==> config.mk <==
export PLATFORM = sky130hd
export DESIGN_NAME = fp32_mult_seq
export DESIGN_NICKNAME = d
export VERILOG_FILES = /design/src/rtl/fp32_pkg.sv /design/src/rtl/fp32_round_pack.sv /design/src/rtl/fp32_mult_seq.sv
export SDC_FILE = /design/constraint.sdc
export NUM_CORES = 1
export LEC_CHECK = 0
export CAP_MARGIN = 40
export CORE_MARGIN = 3
export CORE_UTILIZATION = 30
export CTS_BUF_LIST = sky130_fd_sc_hd__clkbuf_4
export DETAILED_ROUTE_END_ITERATION = 16
export PLACE_DENSITY_LB_ADDON = 0.15
export SLEW_MARGIN = 10
export SYNTH_ARGS = -nofsm -noshare
export SYNTH_HDL_FRONTEND = slang
export SYNTH_SLANG_ARGS = --single-unit
==> constraint.sdc <==
create_clock -name clk -period 6.55 [get_ports clk]
set_input_delay 1.31 -clock clk [delete_from_list [all_inputs] [get_ports clk]]
set_output_delay 1.31 -clock clk [all_outputs]
set_load 0.05 [all_outputs]
==> src/rtl/fp32_pkg.sv <==
// Shared types and constants for the sequential fp32 multiplier.
package fp32_pkg;

  typedef enum logic [1:0] {IDLE, MUL, NORM, PACK} mult_state_t;

  localparam logic [1:0] SP_NORMAL = 2'b00;
  localparam logic [1:0] SP_ZERO   = 2'b01;
  localparam logic [1:0] SP_INF    = 2'b10;
  localparam logic [1:0] SP_NAN    = 2'b11;

  localparam logic [31:0] FP32_QNAN = 32'h7FC00000;
  localparam int          FP32_BIAS = 127;

endpackage

==> src/rtl/fp32_round_pack.sv <==
// Rounds a normalised mantissa product to nearest-even and packs it into
// fp32, flushing out-of-range exponents to signed inf or signed zero.
// The leading one (product bit 46) is implicit, so only bits 45:0 come in.
module fp32_round_pack
  import fp32_pkg::*;
(
  input  logic               sign,
  input  logic signed [9:0]  exp_in,
  input  logic [45:0]        frac,
  output logic [31:0]        result,
  output logic [1:0]         especial
);

  logic              guard;
  logic              round_bit;
  logic              sticky;
  logic              round_up;
  logic [24:0]       mant_r;
  logic [22:0]       mant_out;
  logic signed [9:0] exp_r;

  // RNE on guard/round/sticky, then exponent range check
  always_comb begin
    guard     = frac[22];
    round_bit = frac[21];
    sticky    = |frac[20:0];
    round_up  = guard & (round_bit | sticky | frac[23]);
    mant_r    = {2'b01, frac[45:23]} + {24'd0, round_up};
    exp_r     = mant_r[24] ? (exp_in + 10'sd1) : exp_in;
    mant_out  = mant_r[24] ? mant_r[23:1] : mant_r[22:0];
    result    = {sign, exp_r[7:0], mant_out};
    especial  = SP_NORMAL;
    if (exp_r >= 10'sd255) begin
      result   = {sign, 8'hFF, 23'd0};
      especial = SP_INF;
    end else if (exp_r <= 10'sd0) begin
      result   = {sign, 31'd0};
      especial = SP_ZERO;
    end
  end

endmodule

==> src/rtl/fp32_mult_seq.sv <==
// Multi-cycle fp32 multiplier with start/done handshake.
//   state | meaning
//   IDLE  | waiting for start; operands unpacked and classified on accept
//   MUL   | shift-add of mantissas, BITS_PER_CYCLE multiplier bits per edge
//   NORM  | renormalise product when bit 47 is set
//   PACK  | round, range check, register result and pulse done
module fp32_mult_seq
  import fp32_pkg::*;
#(
  parameter int BITS_PER_CYCLE = 1
)(
  input  logic        clk,
  input  logic        reset,
  input  logic        start,
  input  logic [31:0] op_a,
  input  logic [31:0] op_b,
  output logic        busy,
  output logic        done,
  output logic [31:0] result,
  output logic [1:0]  especial
);

  localparam int         N        = 24 / BITS_PER_CYCLE;
  localparam logic [4:0] CNT_LAST = 5'(N - 1);

  mult_state_t       state, next_state;
  logic [4:0]        cnt;
  logic [47:0]       mcand;
  logic [23:0]       mplier;
  logic [47:0]       prod;
  logic [47:0]       partial;
  logic signed [9:0] exp_q;
  logic signed [9:0] exp_calc;
  logic              sign_q;
  logic [1:0]        spec_q;
  logic [1:0]        cls;
  logic              a_zero, a_inf, a_nan, b_zero, b_inf, b_nan;
  logic [31:0]       rp_result;
  logic [1:0]        rp_especial;

  // operand classification and biased exponent sum, valid on the accept edge
  always_comb begin
    a_zero   = (op_a[30:23] == 8'h00);
    b_zero   = (op_b[30:23] == 8'h00);
    a_inf    = (op_a[30:23] == 8'hFF) && (op_a[22:0] == 23'd0);
    b_inf    = (op_b[30:23] == 8'hFF) && (op_b[22:0] == 23'd0);
    a_nan    = (op_a[30:23] == 8'hFF) && (op_a[22:0] != 23'd0);
    b_nan    = (op_b[30:23] == 8'hFF) && (op_b[22:0] != 23'd0);
    exp_calc = $signed({2'b00, op_a[30:23]}) + $signed({2'b00, op_b[30:23]})
               - 10'(FP32_BIAS);
    cls      = SP_NORMAL;
    if (a_nan || b_nan || (a_inf && b_zero) || (a_zero && b_inf))
      cls = SP_NAN;
    else if (a_inf || b_inf)
      cls = SP_INF;
    else if (a_zero || b_zero)
      cls = SP_ZERO;
  end

  assign partial = mcand * {24'd0, mplier[BITS_PER_CYCLE-1:0]};

  // state register
  always_ff @(posedge clk or posedge reset) begin
    if (reset) state <= IDLE;
    else       state <= next_state;
  end

  // next-state logic; specials bypass the mantissa datapath
  always_comb begin
    next_state = state;
    case (state)
      IDLE: if (start) next_state = (cls == SP_NORMAL) ? MUL : PACK;
      MUL:  if (cnt == 5'd0) next_state = NORM;
      NORM: next_state = PACK;
      PACK: next_state = IDLE;
      default: next_state = IDLE;
    endcase
  end

  fp32_round_pack u_round_pack (
    .sign     (sign_q),
    .exp_in   (exp_q),
    .frac     (prod[45:0]),
    .result   (rp_result),
    .especial (rp_especial)
  );

  // datapath, iteration down-counter and registered outputs
  always_ff @(posedge clk or posedge reset) begin
    if (reset) begin
      cnt      <= 5'd0;
      mcand    <= 48'd0;
      mplier   <= 24'd0;
      prod     <= 48'd0;
      exp_q    <= 10'sd0;
      sign_q   <= 1'b0;
      spec_q   <= SP_NORMAL;
      busy     <= 1'b0;
      done     <= 1'b0;
      result   <= 32'h0;
      especial <= SP_NORMAL;
    end else begin
      done <= 1'b0;
      case (state)
        IDLE: if (start) begin
          sign_q <= op_a[31] ^ op_b[31];
          exp_q  <= exp_calc;
          spec_q <= cls;
          mcand  <= {24'd0, 1'b1, op_a[22:0]};
          mplier <= {1'b1, op_b[22:0]};
          prod   <= 48'd0;
          cnt    <= CNT_LAST;
          busy   <= 1'b1;
        end
        MUL: begin
          prod   <= prod + partial;
          mcand  <= mcand << BITS_PER_CYCLE;
          mplier <= mplier >> BITS_PER_CYCLE;
          if (cnt != 5'd0) cnt <= cnt - 5'd1;
        end
        NORM: if (prod[47]) begin
          // keep the shifted-out bit as sticky
          prod  <= {1'b0, prod[47:1]} | {47'd0, prod[0]};
          exp_q <= exp_q + 10'sd1;
        end
        PACK: begin
          busy <= 1'b0;
          done <= 1'b1;
          case (spec_q)
            SP_NAN:  result <= FP32_QNAN;
            SP_INF:  result <= {sign_q, 8'hFF, 23'd0};
            SP_ZERO: result <= {sign_q, 31'd0};
            default: result <= rp_result;
          endcase
          especial <= (spec_q == SP_NORMAL) ? rp_especial : spec_q;
        end
        default: ;
      endcase
    end
  end

endmodule

==> results.txt <==
----------------------------------------------------
[Drt]
  DR vias/cell ... 5.20
  Drt drc ... 0
  Count of TritonRoute iterations in the first routing pass ... 5
  Drt initial violations ... 544
  Routed via count ... 9910
  Remaining number of nets flagged by the antenna check after routing ... 0
  Routed wire length ... 31600 um
  Routed length per instance ... 16.6 um

[GRT]
  First-pass GRT wire length ... 52100 um
  Initial antenna violation count ... 1
  GRT Util Overall ... 15.3%
  GR Overflow Total ... 0
  Maximum number of pins on one net before global-route repair ... 166
  Via count of the first global-routing pass ... 9502

[Synthesis]
  Post-Syn Instances ... 1316
  Unique masters post-synth ... 63
  Post-synth ARST share ... 100%
  Mean cell area of the mapped netlist ... 8.85 um^2
  Number of enable flip-flop cells after synthesis ... 0
  Count of state elements after synthesis ... 176
  Yosys warnings ... 0
  Synthesized netlist net count ... 1455
  Sequential fraction of the synthesis area ... 37.8%
  Leading register cell type out of synthesis ... sky130_fd_sc_hd__dfrtp_1
  Area of the mapped netlist ... 11600 um^2

[Critical path]
  WS Path Type ... flip-flop to flip-flop
  Crit path max-delay family ... compound AO/OA/AOI/OAI gates
  CP max stage delay ... 600 ps
  Critical path, cell by cell ... and2_1 > ha_1 > fa_1 > a211oi_1 > o21ai_0 > a221oi_1 > nand2_1 > a2111o_1 > nand3_1 > o21a_1 > o21ai_0 > xnor2_1 > o21ai_0
  Slowest CP cell ... sky130_fd_sc_hd__dfrtp_1
  Setup slack, reg-to-reg ... 2640 ps
  Critical path required time ... 7080 ps
  Startpoint of the most critical setup path ... mplier[0]
  Critical Path End Type ... flip-flop
  Arrival time worst endpoint ... 4440 ps
  Reg-to-reg startpoint ... mplier[0]
  Most used cell along the critical path ... sky130_fd_sc_hd__o21ai_0
  Startpoint class of the critical path ... flip-flop
  R2r worst-path depth ... 13
  Reg-to-reg endpoint ... prod[46]
  CP bufs+invs ... 0
  Critical Path Fanout Max ... 20

[Timing]
  Final setup fails ... 0
  Number of max-slew violations in the final report ... 0
  Fin worst setup slack ... 2640 ps
  Least-Margin Pin Slew ... 942 ps
  Final critical-path share of the clock period ... 59.7%
  Clk_skew ... 18.2 ps
  Upper clock frequency limit ... 256 MHz
  Crit path time final ... 3910 ps
  Setup TNS after final layout ... 0 ps
  Final hold slack ... 502 ps
  Relative max-transition margin ... 37.2%
  Unrepaired setup endpoints after global routing ... false
  Number of hold violations in the final report ... 0

[Floorplanning]
  Site Rows ... 71
  Floorplan die height ... 203 um
  Initial Utilization ... 30.7%
  Die Area ... 41200 um^2
  Core Footprint ... 37900 um^2
  Die Wd ... 203 um
  Boundary pin count ... 103

[Cells and area]
  Area Growth Syn to Fin ... 16.1%
  # nets final ... 1520
  Final std cells w/o fill ... 1906
  Share of final-layout standard cells stronger than drive strength 1 ... 4.45%
  Commonest non-fill, non-tap cells in the layout ... sky130_fd_sc_hd__dfrtp_1, sky130_fd_sc_hd__nand2_1, sky130_fd_sc_hd__o21ai_0
  Final core utilization ... 35.6%
  Final std cell area, no fill ... 13500 um^2
  Most common cell after layout, fill and taps aside ... sky130_fd_sc_hd__dfrtp_1

[Clock network]
  Clock Latency Late Sink ... 600 ps
  Number of sinks on the clock net ... 176
  Hold bufs inserted after CTS ... 0
  # H-tree levels ... 4
  CTS buffer count ... 17
  Clock tree root driver cell ... sky130_fd_sc_hd__clkbuf_4
  Total of cells resized after clock tree synthesis ... 0
  Postcts setup bufs ... 0
  Clock tree from TritonCTS ... built
  Clock transition at the registers of the reported paths ... 160 ps
  Buffer depth of the longest clock path ... 2

[Job]
  Number of max-capacitance violations reported ... 0

[Placement]
  Port Buffer Count ... 102
  Sum of net half-perimeters after detailed placement ... 23400 um
  Placed Cells ... 1873
  Placed standard-cell area ... 13300 um^2
  Pre-CTS worst setup slack ... 2520 ps
  RD Place Congestion ... 0.862

[Power and ir drop]
  Peak supply drop ... 261 uV
  Power after layout ... 4.57 mW
  Ratio of total power to cell area ... 338 nW/um^2
  Leak ... 5.71 nW

[Status]
  Outcome ... complete, no violations

[Hold path]
  End point of the worst hold path ... result[13]
  Worst hold-check path type ... flip-flop to flip-flop
  Critical hold path startpoint ... result[13]
  Cell depth of the worst min-delay path ... 1

----------------------------------------------------
kinds of logic after synthesis:
group           share of synthesized area (%)
buf+inv                                  3.74
flops                                    37.8
mux                                      4.48
fa+ha+maj                                7.86
xor+xnor                                 6.16
simple gates                             17.3
compound gates                           22.7
layer usage:
layer	global-route usage, %	share of wire [%]
met4	2.83	0.81
met3	2.12	3.4
met5	0	0
met1	22.6	52
met2	24.3	44
synthesized netlist by cell type, types with 3 or more instances:
library cell	instances	share of area, %
sky130_fd_sc_hd__a22oi_1	46	3.0
sky130_fd_sc_hd__xor2_1	34	2.6
sky130_fd_sc_hd__nor3_1	23	0.99
sky130_fd_sc_hd__nor3b_1	3	0.19
sky130_fd_sc_hd__and3_1	5	0.27
sky130_fd_sc_hd__a31oi_1	8	0.43
sky130_fd_sc_hd__o22ai_1	9	0.48
sky130_fd_sc_hd__a211oi_1	8	0.52
sky130_fd_sc_hd__buf_2	5	0.21
sky130_fd_sc_hd__a21o_1	24	1.5
sky130_fd_sc_hd__nand2_1	138	4.4
sky130_fd_sc_hd__buf_1	6	0.19
sky130_fd_sc_hd__nand4_1	22	1.2
sky130_fd_sc_hd__nor2b_1	5	0.27
sky130_fd_sc_hd__nor2_1	62	2.0
sky130_fd_sc_hd__or3_1	5	0.27
sky130_fd_sc_hd__ha_1	70	7.5
sky130_fd_sc_hd__o31ai_1	8	0.52
sky130_fd_sc_hd__clkbuf_1	60	1.9
sky130_fd_sc_hd__xnor2_1	48	3.6
sky130_fd_sc_hd__o21bai_1	10	0.64
sky130_fd_sc_hd__o21ai_0	136	5.8
sky130_fd_sc_hd__o2bb2ai_1	16	1.2
sky130_fd_sc_hd__inv_1	42	1.4
sky130_fd_sc_hd__dfrtp_1	176	38
sky130_fd_sc_hd__nor4_1	25	1.3
sky130_fd_sc_hd__a221oi_1	3	0.23
sky130_fd_sc_hd__a221o_1	3	0.26
sky130_fd_sc_hd__and2_1	51	2.7
sky130_fd_sc_hd__o21a_1	6	0.39
sky130_fd_sc_hd__o211ai_1	6	0.39
sky130_fd_sc_hd__a22o_1	28	2.1
sky130_fd_sc_hd__nand3_1	44	1.9
sky130_fd_sc_hd__a21oi_1	83	3.6
sky130_fd_sc_hd__mux2i_1	51	4.4
sky130_fd_sc_hd__nand2b_1	8	0.43
worst max-delay path by stage:
stage | end | cells past startpoint
2_1_floorplan | busy | 1
3_3_place_gp | prod[46] | 13
3_5_place_dp | mcand[13] | 5
4_1_cts | prod[46] | 13
5_1_grt | prod[46] | 13
6_report | prod[46] | 13
where the power goes:
group          total [mW]  switching [mW]  internal, mW  leakage [nW]
Combinational        2.24            1.39         0.847          3.27
Clock               0.621           0.430         0.191         0.133
Sequential           1.71           0.314          1.40          2.31
Total                4.57            2.13          2.44          5.71
state kept, by name (all words and copies together) (netlist names):
name and count:
done 1, sign_q 1, mcand 48, prod 48, spec_q 2, exp_q 10, especial 2, cnt 5
busy 1, state 2, mplier 24, result 32
cell type report:
class	instances	area (um^2)
Inverter	42	163
Antenna cell	1	2.50
Fill cell	3970	24400
Clock buffer	17	128
Tap cell	511	639
Timing Repair Buffer	118	1210
Multi-Input combinational cell	1026	6830
Clock inverter	15	135
Sequential cell	176	4400
(Power assumes the default switching activity.)
==> variant 1, RTL diff (same flow settings) <==
Put one more register stage on the output `result`, cleared by the reset. The value now appears one clock later. The other outputs are not delayed to match.
--- a/src/rtl/fp32_mult_seq.sv
+++ b/src/rtl/fp32_mult_seq.sv
@@ -22,6 +22,8 @@
 
   localparam int         N        = 24 / BITS_PER_CYCLE;
   localparam logic [4:0] CNT_LAST = 5'(N - 1);
+
+  logic [31:0] result_s0;
 
   mult_state_t       state, next_state;
   logic [4:0]        cnt;
@@ -97,7 +99,7 @@
       spec_q   <= SP_NORMAL;
       busy     <= 1'b0;
       done     <= 1'b0;
-      result   <= 32'h0;
+      result_s0 <= 32'h0;
       especial <= SP_NORMAL;
     end else begin
       done <= 1'b0;
@@ -127,10 +129,10 @@
           busy <= 1'b0;
           done <= 1'b1;
           case (spec_q)
-            SP_NAN:  result <= FP32_QNAN;
-            SP_INF:  result <= {sign_q, 8'hFF, 23'd0};
-            SP_ZERO: result <= {sign_q, 31'd0};
-            default: result <= rp_result;
+            SP_NAN:  result_s0 <= FP32_QNAN;
+            SP_INF:  result_s0 <= {sign_q, 8'hFF, 23'd0};
+            SP_ZERO: result_s0 <= {sign_q, 31'd0};
+            default: result_s0 <= rp_result;
           endcase
           especial <= (spec_q == SP_NORMAL) ? rp_especial : spec_q;
         end
@@ -139,5 +141,13 @@
     end
   end
 
+  always_ff @(posedge clk or posedge reset) begin
+    if (reset) begin
+      result <= '0;
+    end else begin
+      result <= result_s0;
+    end
+  end
+
 endmodule
 
Behaviour: not the same (a bounded check fails within 4 cycles, from zero or initial values and one cycle with reset high).
==> variant 1 against the unedited design <==
Sequential cell count increased by 32. Sequential power is 15% higher. Area after synthesis up 11%. Power up 22%. Hold slack worse by 0.13 ns. Clock skew rose by 0.043 ns. Global-route usage grew 0.54 points. Fmax down 0.44%. Design area increased by 12%. Combinational power grew 10%. Routed wire length is 13% higher. Setup slack worse by 0.017 ns. Sequential share of layout area rose by 1.8 points. Critical endpoint is now result_s0[19].
==> variant 1: results (changes against the unedited design) <==
status: "completed"
vdd_ir_drop_max_mv: 0.227  # -13%
hpwl_um: 26000  # +11%
drive_gt1_share_pct: 8.07  # +3.6 points
hold_end: "result[31]"
hp-start: "result_s0[31]"
cts_max_path_buffers: 3  # +1
cts.reportedPaths.clkPinSlew_ns: 0.06  # -0.10 ns
synth.distinct_cells: 69  # +9.5%
largestRegisters: "mcand x48, prod x48"
r2r-end: "result_s0[19]"
htreeDepth: 2  # -2
synthTopCellsByCount: "dfrtp_1, o21ai_0, nand2_1"
p_leak_nw: 6.48  # +13%
finalNetCount: 1637  # +7.7%
hold_path_depth: 0  # -1
numCtsBuffers: 60  # +43
stdcell_count: 2076  # +8.9%
initialDrtViolationCount: 539  # -0.92%
rrSetupSlack_ns: 2.62  # -0.02 ns
routed_wl_um: 35800  # +13%
skew_ns: 0.0613  # +0.0431 ns
synth-seq-area-share_pct: 40.4  # +2.6 points
place_area_um2: 14400  # +9.0%
grt_pass1_wl_um: 58700  # +13%
r2r-start: "prod[22]"
clk_latency_ns: 0.76  # +0.16 ns
grt_util_all_layers_pct: 15.9  # +0.54 points
syn-instance-count: 1407  # +6.9%
arrival_ns: 4.53  # +0.09 ns
## variant 1: cell type report
type                    instances  area [um2]
inverters                      51         195
fillers                      4307       27000
clock inverters                16        67.6
multi-input cells            1058        7160
clock buffers                  84         631
diodes                          1        2.50
well taps                     539         674
repair buffers                119        1210
flip-flops and latches        208        5200
## variant 1: worst max-delay path by stage
| stage | from | end | slack (ns) | depth (start not counted) |
|---|---|---|---|---|
| after floorplan | reset | busy | 2.54 | 1 |
| after global placement | start | prod[43] | 2.62 | 8 |
| after detailed placement | prod[22] | result_s0[19] | 2.66 | 10 |
| after CTS | prod[22] | result_s0[22] | 2.65 | 11 |
| after global routing | prod[22] | result_s0[22] | 2.30 | 11 |
| final | prod[22] | result_s0[19] | 2.62 | 10 |
## variant 1: stage by stage
step | power, mW | hold slack [ns]
floorplan | 3.70 | 0.349
global placement | 4.40 | 0.360
detailed placement | 4.47 | 0.358
CTS | 5.67 | 0.371
global route | 6.07 | 0.378
finish | 5.58 | 0.370
## variant 1: critical path, cell delays in order (launching register included)
cell and delay [ns]:
dfrtp_1 0.43, and2_1 0.22, ha_1 0.21, and3_4 0.23
nand4_4 0.18, or4_1 0.71, o31ai_1 0.29, a21oi_1 0.11
o311ai_1 0.46, or2_1 0.72, o32ai_1 0.22
## variant 1: routing by layer
layer | track usage [%] | up-vias | wire length (um)
li1 | - | 5376 | -
met1 | 21.5 | 5237 | 17300
met2 | 25.5 | 225 | 16200
met3 | 3.03 | 64 | 1440
met4 | 5.49 | 0 | 844
met5 | 0 | - | 0
## variant 1: logic make-up (layout without fill, tap and decap cells)
logic type | Yosys count | in the layout | share of synthesized area [%]
other | 0 | 1 | 0
DFF | 208 | 208 | 40.4
AOI/OAI and AO/OA | 445 | 445 | 22.3
and+or+nand+nor | 409 | 409 | 16.4
buffers and inverters | 141 | 270 | 4.24
adders and majority gates | 72 | 72 | 7.11
muxes | 50 | 50 | 3.89
xor gates and xnor gates | 82 | 82 | 5.58
## variant 1: power by group through the flow
stage | Sequential [mW] | Clock [mW] | Combinational (mW)
finish | 1.97 | 1.15 | 2.47
global route | 2.02 | 1.28 | 2.77
floorplan | 1.98 | 0 | 1.73
CTS | 1.97 | 1.21 | 2.49
global placement | 1.98 | 0 | 2.41
detailed placement | 1.99 | 0 | 2.48
==> variant 2, RTL diff (same flow settings) <==
Without the edit above. Register the input `op_b` before use, cleared by the reset. The logic sees it one clock later. The other inputs are not delayed to match.
--- a/src/rtl/fp32_mult_seq.sv
+++ b/src/rtl/fp32_mult_seq.sv
@@ -23,6 +23,16 @@
   localparam int         N        = 24 / BITS_PER_CYCLE;
   localparam logic [4:0] CNT_LAST = 5'(N - 1);
 
+  logic [31:0] op_b_q;
+
+  always_ff @(posedge clk or posedge reset) begin
+    if (reset) begin
+      op_b_q <= '0;
+    end else begin
+      op_b_q <= op_b;
+    end
+  end
+
   mult_state_t       state, next_state;
   logic [4:0]        cnt;
   logic [47:0]       mcand;
@@ -41,12 +51,12 @@
   // operand classification and biased exponent sum, valid on the accept edge
   always_comb begin
     a_zero   = (op_a[30:23] == 8'h00);
-    b_zero   = (op_b[30:23] == 8'h00);
+    b_zero   = (op_b_q[30:23] == 8'h00);
     a_inf    = (op_a[30:23] == 8'hFF) && (op_a[22:0] == 23'd0);
-    b_inf    = (op_b[30:23] == 8'hFF) && (op_b[22:0] == 23'd0);
+    b_inf    = (op_b_q[30:23] == 8'hFF) && (op_b_q[22:0] == 23'd0);
     a_nan    = (op_a[30:23] == 8'hFF) && (op_a[22:0] != 23'd0);
-    b_nan    = (op_b[30:23] == 8'hFF) && (op_b[22:0] != 23'd0);
-    exp_calc = $signed({2'b00, op_a[30:23]}) + $signed({2'b00, op_b[30:23]})
+    b_nan    = (op_b_q[30:23] == 8'hFF) && (op_b_q[22:0] != 23'd0);
+    exp_calc = $signed({2'b00, op_a[30:23]}) + $signed({2'b00, op_b_q[30:23]})
                - 10'(FP32_BIAS);
     cls      = SP_NORMAL;
     if (a_nan || b_nan || (a_inf && b_zero) || (a_zero && b_inf))
@@ -103,11 +113,11 @@
       done <= 1'b0;
       case (state)
         IDLE: if (start) begin
-          sign_q <= op_a[31] ^ op_b[31];
+          sign_q <= op_a[31] ^ op_b_q[31];
           exp_q  <= exp_calc;
           spec_q <= cls;
           mcand  <= {24'd0, 1'b1, op_a[22:0]};
-          mplier <= {1'b1, op_b[22:0]};
+          mplier <= {1'b1, op_b_q[22:0]};
           prod   <= 48'd0;
           cnt    <= CNT_LAST;
           busy   <= 1'b1;
Check against the original RTL: not equivalent (a bounded check fails within 4 cycles, from zero or initial values and one cycle with reset high).
==> variant 2 against the unedited design <==
Design area grew 10%. Fmax shrank 2.2%. First-iteration DRC count shrank 7.9%. Setup slack lost 0.087 ns. Area after synthesis grew 8.3%. Count of clock-buffer cells in the layout grew 72. Global-route usage shrank 0.33 points. Core utilization grew 0.60 points. Power grew 22%. Sequential cell count grew 32. Routed wire length grew 3.8%. Largest power group unchanged. Highest routed layer unchanged.
==> variant 2: results (changes against the unedited design) <==
status: "completed"
synthTopCellsByCount: "dfrtp_1, o21ai_0, nand2_1"
hold-worst-slack_ns: 0.475  # -0.0266 ns
synth_fp_nets: 1471  # +1.1%
dp.cells: 1908  # +1.9%
htreeDepth: 2  # -2
grt_max_degree: 130  # -22%
vdd_ir_drop_max_mv: 0.246  # -6.0%
cts.reportedPaths.clkPinSlew_ns: 0.06  # -0.10 ns
place_area_um2: 14200  # +6.8%
finalNetCount: 1578  # +3.8%
clock_net_power_mw: 1.24  # +100%
reg2regPathDepth: 14  # +1
hold_end: "mcand[45]"
cts_max_path_buffers: 3  # +1
grt_pass1_vias: 10351  # +8.9%
p_leak_nw: 6.37  # +12%
r2r-end: "prod[44]"
cp_slowest_stage_delay_ns: 0.57  # -0.03 ns
grtUsageMet3_pct: 2.72  # +0.60 points
drt-vias-per-instance: 5.07  # -2.4%
initialDrtViolationCount: 501  # -7.9%
worstMarginPinSlew_ns: 0.798  # -0.145 ns
grt_util_all_layers_pct: 15.0  # -0.33 points
numCtsBuffers: 61  # +44
arrival_ns: 4.63  # +0.19 ns
largestRegisters: "mcand x48, prod x48"
rrSetupSlack_ns: 2.55  # -0.09 ns
hpwl_um: 23100  # -1.2%
skew_ns: 0.0479  # +0.0297 ns
finalPower_mw: 5.59  # +22%
grt_use_met2_pct: 22.9  # -1.3 points
crit_fanout: 49  # +150%
hp-start: "mcand[44]"
fillers: 4153  # +4.6%
dr.pass1.iters: 4  # -1
synth-seq-area-share_pct: 41.3  # +3.5 points
fin_crit_ns: 4.00  # +0.0874 ns
met1_usage_pct: 21.2  # -1.3 points
preCtsSetupSlack_ns: 2.52  # -0.00182 ns
variant 2: cell types whose count changed in the layout (fill, tap and decap cells not counted), moves of 15 or more:
cell / before / now
clkbuf_4: 17 / 89
dfrtp_1: 176 / 208
inv_1: 41 / 60
nand2_1: 138 / 112
o22ai_2: 0 / 19
o2bb2ai_1: 16 / 1
variant 2: area by class of cell:
cell class                      instances  area share [%]
Multi-Input combinational cell        991            46.0
Sequential cell                       208            34.9
Timing Repair Buffer                  116            7.94
Clock buffer                           89            4.47
Tap cell                              532            4.46
Inverter                               61            1.56
Clock inverter                         18           0.704
Antenna cell                            1          0.0168
variant 2: metal layers:
metal  up-vias  share of wire [%]
li1       5107                  -
met1      4902                 50
met2       163                 44
met3        56                3.8
met4         0                2.5
met5         -                  0
variant 2: kinds of logic after synthesis:
kind of cell	count (synthesis)	share of synthesized area, %
compound gates	413	21.8
simple gates	381	16.0
flops	208	41.3
buf+inv	133	4.54
xor+xnor	76	5.28
fa+ha+maj	72	7.26
mux	49	3.89
